--- config.mk ---
export PLATFORM = sky130hd
export DESIGN_NAME = q_skew_monitor_flat
export DESIGN_NICKNAME = d
export VERILOG_FILES = /design/src/rtl/q_skew_monitor_if.sv /design/src/rtl/q_skew_monitor.sv /design/src/flat_wrapper.sv
export SDC_FILE = /design/constraint.sdc
export NUM_CORES = 1
export LEC_CHECK = 0
export CORE_MARGIN = 2
export CORE_UTILIZATION = 50
export DETAILED_ROUTE_END_ITERATION = 7
export GPL_ROUTABILITY_DRIVEN = 1
export PLACE_DENSITY = 0.71
export SLEW_MARGIN = 0
export SYNTH_ARGS = -nofsm -noshare
export SYNTH_HDL_FRONTEND = slang
export SYNTH_SLANG_ARGS = --single-unit
export TNS_END_PERCENT = 50
--- constraint.sdc ---
create_clock -name clk -period 3.3 [get_ports clk]
set_input_delay 0.33 -clock clk [delete_from_list [all_inputs] [get_ports clk]]
set_output_delay 0.33 -clock clk [all_outputs]
set_load 0.02 [all_outputs]
--- src/rtl/q_skew_monitor_if.sv ---
// Observed q1/q2/q3 lines plus the skew measurement results of q_skew_monitor.
// The master side drives the observed lines; the slave side is the monitor.
interface q_skew_monitor_if #(
   parameter int CNT_W = 8
);
   logic             q1;
   logic             q2;
   logic             q3;
   logic [CNT_W-1:0] skew2;
   logic [CNT_W-1:0] skew3;
   logic             meas_valid;
   logic             timeout_err;
   logic             overrun;
   logic             busy;

   modport master (
      output q1, q2, q3,
      input  skew2, skew3, meas_valid, timeout_err, overrun, busy
   );

   modport slave (
      input  q1, q2, q3,
      output skew2, skew3, meas_valid, timeout_err, overrun, busy
   );
endinterface

--- src/rtl/q_skew_monitor.sv ---
// Measures cycles from each q1 edge until q2 and q3 match it; 2-cycle synchronizer on every input,
// results one cycle after the last match; no backpressure, pulses are single-cycle and unqualified.
module q_skew_monitor #(
   parameter int CNT_W   = 8,
   parameter int TIMEOUT = 200
) (
   input  logic            clk,
   input  logic            rstn,
   q_skew_monitor_if.slave mon
);
   typedef enum logic [1:0] {
      IDLE   = 2'd0,
      MEAS   = 2'd1,
      REPORT = 2'd2
   } state_t;

   localparam logic [CNT_W-1:0] TO_CNT  = CNT_W'(TIMEOUT);
   localparam logic [CNT_W-1:0] CNT_ONE = {{(CNT_W-1){1'b0}}, 1'b1};

   state_t           state, state_n;
   logic [2:0]       sync_a, sync_b;
   logic             q1s, q2s, q3s, q1p;
   logic             q1_edge;
   logic             target, target_n;
   logic [CNT_W-1:0] cnt, cnt_n;
   logic             got2, got2_n, got3, got3_n;
   logic [CNT_W-1:0] sk2, sk2_n, sk3, sk3_n;
   logic [CNT_W-1:0] skew2, skew2_n, skew3, skew3_n;
   logic             meas_valid, meas_valid_n;
   logic             timeout_err, timeout_err_n;
   logic             overrun, overrun_n;

   assign {q3s, q2s, q1s} = sync_b;
   assign q1_edge         = (q1s != q1p);

   always_ff @(posedge clk or negedge rstn) begin
      if (!rstn) begin
         sync_a <= 3'b000;
         sync_b <= 3'b000;
         q1p    <= 1'b0;
      end else begin
         sync_a <= {mon.q3, mon.q2, mon.q1};
         sync_b <= sync_a;
         q1p    <= sync_b[0];
      end
   end

   always_ff @(posedge clk or negedge rstn) begin
      if (!rstn) begin
         state       <= IDLE;
         target      <= 1'b0;
         cnt         <= '0;
         got2        <= 1'b0;
         got3        <= 1'b0;
         sk2         <= '0;
         sk3         <= '0;
         skew2       <= '0;
         skew3       <= '0;
         meas_valid  <= 1'b0;
         timeout_err <= 1'b0;
         overrun     <= 1'b0;
      end else begin
         state       <= state_n;
         target      <= target_n;
         cnt         <= cnt_n;
         got2        <= got2_n;
         got3        <= got3_n;
         sk2         <= sk2_n;
         sk3         <= sk3_n;
         skew2       <= skew2_n;
         skew3       <= skew3_n;
         meas_valid  <= meas_valid_n;
         timeout_err <= timeout_err_n;
         overrun     <= overrun_n;
      end
   end

   always_comb begin
      state_n       = state;
      target_n      = target;
      cnt_n         = cnt;
      got2_n        = got2;
      got3_n        = got3;
      sk2_n         = sk2;
      sk3_n         = sk3;
      skew2_n       = skew2;
      skew3_n       = skew3;
      meas_valid_n  = 1'b0;
      timeout_err_n = 1'b0;
      overrun_n     = 1'b0;

      if (q1_edge) begin
         // A new q1 value always restarts; only an edge caught mid-measurement is an overrun.
         overrun_n = (state == MEAS);
         target_n  = q1s;
         cnt_n     = CNT_ONE;
         got2_n    = (q2s == q1s);
         got3_n    = (q3s == q1s);
         if (got2_n) sk2_n = '0;
         if (got3_n) sk3_n = '0;
         state_n = (got2_n && got3_n) ? REPORT : MEAS;
      end else begin
         case (state)
            MEAS: begin
               if (!got2 && (q2s == target)) begin
                  got2_n = 1'b1;
                  sk2_n  = cnt;
               end
               if (!got3 && (q3s == target)) begin
                  got3_n = 1'b1;
                  sk3_n  = cnt;
               end
               if (got2_n && got3_n) begin
                  state_n = REPORT;
               end else if (cnt == TO_CNT) begin
                  timeout_err_n = 1'b1;
                  skew2_n       = got2_n ? sk2_n : '1;
                  skew3_n       = got3_n ? sk3_n : '1;
                  state_n       = IDLE;
               end else begin
                  cnt_n = cnt + 1'b1;
               end
            end
            default: state_n = IDLE;
         endcase
      end

      // Results are registered on entry to REPORT so meas_valid and skews appear together.
      if (state_n == REPORT) begin
         meas_valid_n = 1'b1;
         skew2_n      = sk2_n;
         skew3_n      = sk3_n;
      end
   end

   assign mon.skew2       = skew2;
   assign mon.skew3       = skew3;
   assign mon.meas_valid  = meas_valid;
   assign mon.timeout_err = timeout_err;
   assign mon.overrun     = overrun;
   assign mon.busy        = (state == MEAS);
endmodule

--- src/flat_wrapper.sv ---
// flat-port wrapper written by rule: the top's interface ports become plain ports
module q_skew_monitor_flat 
#(
   parameter int CNT_W   = 8,
   parameter int TIMEOUT = 200
)
  (clk, rstn, mon_q1, mon_q2, mon_q3, mon_skew2, mon_skew3, mon_meas_valid, mon_timeout_err, mon_overrun, mon_busy);
  q_skew_monitor_if #(.CNT_W(CNT_W)) mon_i ();
  input  logic clk;
  input  logic rstn;
  input wire logic [$bits(mon_i.q1)-1:0] mon_q1;
  input wire logic [$bits(mon_i.q2)-1:0] mon_q2;
  input wire logic [$bits(mon_i.q3)-1:0] mon_q3;
  output wire logic [$bits(mon_i.skew2)-1:0] mon_skew2;
  output wire logic [$bits(mon_i.skew3)-1:0] mon_skew3;
  output wire logic [$bits(mon_i.meas_valid)-1:0] mon_meas_valid;
  output wire logic [$bits(mon_i.timeout_err)-1:0] mon_timeout_err;
  output wire logic [$bits(mon_i.overrun)-1:0] mon_overrun;
  output wire logic [$bits(mon_i.busy)-1:0] mon_busy;
  assign mon_i.q1 = mon_q1;
  assign mon_i.q2 = mon_q2;
  assign mon_i.q3 = mon_q3;
  assign mon_skew2 = mon_i.skew2;
  assign mon_skew3 = mon_i.skew3;
  assign mon_meas_valid = mon_i.meas_valid;
  assign mon_timeout_err = mon_i.timeout_err;
  assign mon_overrun = mon_i.overrun;
  assign mon_busy = mon_i.busy;
  q_skew_monitor #(.CNT_W(CNT_W), .TIMEOUT(TIMEOUT)) u_core (.clk(clk), .rstn(rstn), .mon(mon_i));
endmodule
==> results.yml <==
outcome:
  outcome: "completed"
timing:
  fin_crit_sh_pct: 74.7
  slew_viol_final: 0
  totalNegativeSetupSlack_ns: 0
  final.setup_skew_ns: 0.00417
  min_clock_period_post_route_ns: 2.47
  grt_setup_unrepaired: "no"
  relSlewSlack_pct: 41.3
  tightest_slew_ns: 0.881
  worst_slack_setup_final_ns: 0.833
  achievable-frequency_ghz: 0.405
  timing_hold_violations_final: 0
  finalSetupViolations: 0
global_routing:
  grt_overflow_total: 0
  grt_start_max_net_pins: 41
  first_global_vias: 1938
  track_usage_pct: 20.6
  initial_antenna_violation_count: 0
  grt_pass1_wl_microns: 9760
cells_and_area:
  fillers: 486
  post-route-cell-area_sq_um: 3070
  finish.net_count: 263
  areaGrowthSynthToFinish_pct: 10.8
  post_route_cells_drive_above_1_share_pct: 8.56
  final-instance-count-excl-fill: 329
  number_of_antenna_repair_diodes: 0
critical_path:
  worst-setup-path-type: "flop to flop"
  kind_of_end_point_of_the_critical_path: "flop"
  cp.arrival_ns: 2.67
  startpoint_type: "flop"
  critical_path_peak_fanout: 16
  critical_path_required_ns: 3.51
power_and_ir_drop:
  power.share.clock_pct: 25.8
  power.density_nw_per_um2: 463
  worst_vdd_drop_uv: 287
  power.sequential.fraction_pct: 54.2
  cellInternalPower_w: 0.000971
  comb_power_share_pct: 20.0
  power.switching_w: 0.000450
  power.switching_fraction_pct: 31.6
  fin_total_pwr_w: 0.00142
  static-leakage-power_nw: 1.52
clock_tree:
  ctsRootBufferMaster: "sky130_fd_sc_hd__clkbuf_8"
  cts.reportedPaths.clkPinSlew_ns: 0.09
  clk_latency_ns: 0.31
  cts-resized-gates: 0
  hold_buffers: 0
  tritoncts.num_buffers: 5
  cts_post_setup_buffers_inserted: 0
  numClockSinks: 55
  tritoncts: "yes"
  cts_max_path_buffers: 2
  cts_max_level: 2
die:
  initial_utilization_pct: 50.9
  ios: 25
  std_cell_rows: 27
  dieHeight_microns: 78.4
  floorplan.die.width_microns: 78.4
  die-area_sq_um: 6150
  placeableCoreArea_sq_um: 5440
synth:
  netlist_instances: 245
  netlist_area_sq_um: 2770
  synth-async-reset-ratio_pct: 100
  synth_top_flop_cell: "sky130_fd_sc_hd__dfrtp_1"
  yosys.area.top_type: "sky130_fd_sc_hd__dfrtp_1"
  postSynthNetCount: 252
  synth_top_area_share_pct: 49.7
  cell_with_the_most_instances_after_synthesis: "sky130_fd_sc_hd__dfrtp_1"
  fraction_of_the_yosys_area_taken_by_sequential_cells_pct: 49.7
  yosys_warnings: 0
  synth.top_cells.by_area: "sky130_fd_sc_hd__dfrtp_1, sky130_fd_sc_hd__a22o_1, sky130_fd_sc_hd__mux2i_1, sky130_fd_sc_hd__a21o_1, sky130_fd_sc_hd__o21ai_0"
  ys_ff_latch: 55
  ys_types: 41
  syn_area_per_cell_sq_um: 11.3
  synth_top_cells_by_count: "sky130_fd_sc_hd__dfrtp_1, sky130_fd_sc_hd__a22o_1, sky130_fd_sc_hd__o21ai_0, sky130_fd_sc_hd__mux2i_1, sky130_fd_sc_hd__a21o_1"
  number_of_enable_flip_flop_cells_after_synthesis: 0
route:
  detail-route-antenna-nets: 0
  wirelength_microns: 5790
  drt_iter0_drc: 137
  routed_wire_length_per_instance_microns: 17.6
  drt-vias-per-instance: 5.88
  drt_first_pass_iters: 4
  routed-via-count: 1936
  remaining_drc_errors: 0
place:
  finalWeightedCongestion: 0.837
  place_worst_setup_slack_ns: 0.840
  i_o_buffers: 24
  placement.cell_area_sq_um: 2980
  place_inst: 321
  detailedPlacementHpwl_microns: 3810
min_path:
  min-delay-path-class: "primary input to async pin"
job:
  drv_cap: 0
-- final timing paths --
check | startpoint | to | slack (ns) | cells after the start
min | rstn | u_core.sync_a[2] | 0.12 | 1
max in group asynchronous | rstn | u_core.state[1] | 2.44 | 2
max | u_core.got3 | u_core.mon.skew3[1] | 0.83 | 5
min in group clk | u_core.sync_a[2] | u_core.sync_b[2] | 0.36 | 0
max reg2reg | u_core.got3 | u_core.mon.skew3[1] | 0.83 | 5
min reg2reg | u_core.sync_a[2] | u_core.sync_b[2] | 0.36 | 0
-- through the flow --
step | hold WS (ns) | util (%)
floorplan | 0.0344 | -
global placement | 0.333 | 54.9
detailed placement | 0.344 | 54.9
CTS | 0.160 | 56.4
global route | 0.201 | 56.4
finish | 0.124 | 56.4
-- power by group through the flow --
stage               sequential, W  clock [W]  combinational, W
global placement         0.000781          0          0.000282
finish                   0.000770   0.000367          0.000284
detailed placement       0.000782          0          0.000284
CTS                      0.000769   0.000377          0.000286
global route             0.000777   0.000409          0.000311
floorplan                0.000759          0          0.000219
-- layout make-up --
| type | count | area, sq um | area share [%] |
|---|---|---|---|
| clock inverters | 2 | 12.5 | 0.408 |
| clock buffers | 6 | 72.6 | 2.36 |
| multi-input cells | 160 | 1240 | 40.4 |
| well taps | 72 | 90.1 | 2.94 |
| repair buffers | 25 | 243 | 7.91 |
| flip-flops and latches | 55 | 1380 | 44.8 |
| inverters | 9 | 33.8 | 1.10 |
-- registers in the layout, summed over array words and instances (netlist names) --
| name | cells |
|---|---|
| u_core.sk2 | 8 |
| u_core.mon.skew3 | 8 |
| u_core.mon.overrun | 1 |
| u_core.mon.timeout_err | 1 |
| u_core.state | 2 |
| u_core.sk3 | 8 |
| u_core.got3 | 1 |
| u_core.cnt | 8 |
| u_core.got2 | 1 |
| u_core.sync_b | 3 |
| u_core.q1p | 1 |
| u_core.sync_a | 3 |
| u_core.target | 1 |
| u_core.mon.skew2 | 8 |
| u_core.mon.meas_valid | 1 |
-- worst max-delay path, stage by stage, from the launching register on --
cell and delay, ns:
sky130_fd_sc_hd__dfrtp_1 0.77, sky130_fd_sc_hd__nor2b_1 0.12, sky130_fd_sc_hd__o31ai_2 0.70, sky130_fd_sc_hd__o31ai_4 0.30, sky130_fd_sc_hd__a22o_1 0.30, sky130_fd_sc_hd__a21o_1 0.15
-- layer usage --
metal | global-route usage [%] | vias to the layer above | wire, microns | part of all wire [%]
met3 | 4.14 | 7 | 229 | 4.0
met4 | 7.37 | 0 | 75 | 1.3
li1 | - | 903 | - | -
met5 | 0 | - | 0 | 0
met1 | 29.7 | 983 | 2760 | 48
met2 | 30.9 | 43 | 2730 | 47
-- kinds of logic after synthesis --
group                    count (synthesis)  share of synthesized area, %
AO/OA/AOI/OAI                           84                          23.1
XOR/XNOR                                10                          3.84
multiplexers                            17                          6.14
flip-flops                              55                          49.7
AND/OR/NAND/NOR                         47                          10.8
adder cells (fa/ha/maj)                  2                         0.903
buffers and inverters                   30                          5.51
-- cells in the final DEF, fill, tap and decap left out, drive strengths merged, types with 3 or more instances in the layout --
cell           netlist  routed
clkdlybuf4s50        0      23
nor2                15      15
nand2b               5       5
a21o                16      16
nor3                 5       5
a21oi                3       3
nor2b                5       5
dfrtp               55      55
inv                  9       9
clkbuf               5       6
nand2                5       5
xnor2                7       7
o21ai               21      21
mux2i               17      17
xor2                 3       3
a22o                32      32
nor4                 3       3
No activity file was read; power rests on OpenSTA's default activity.
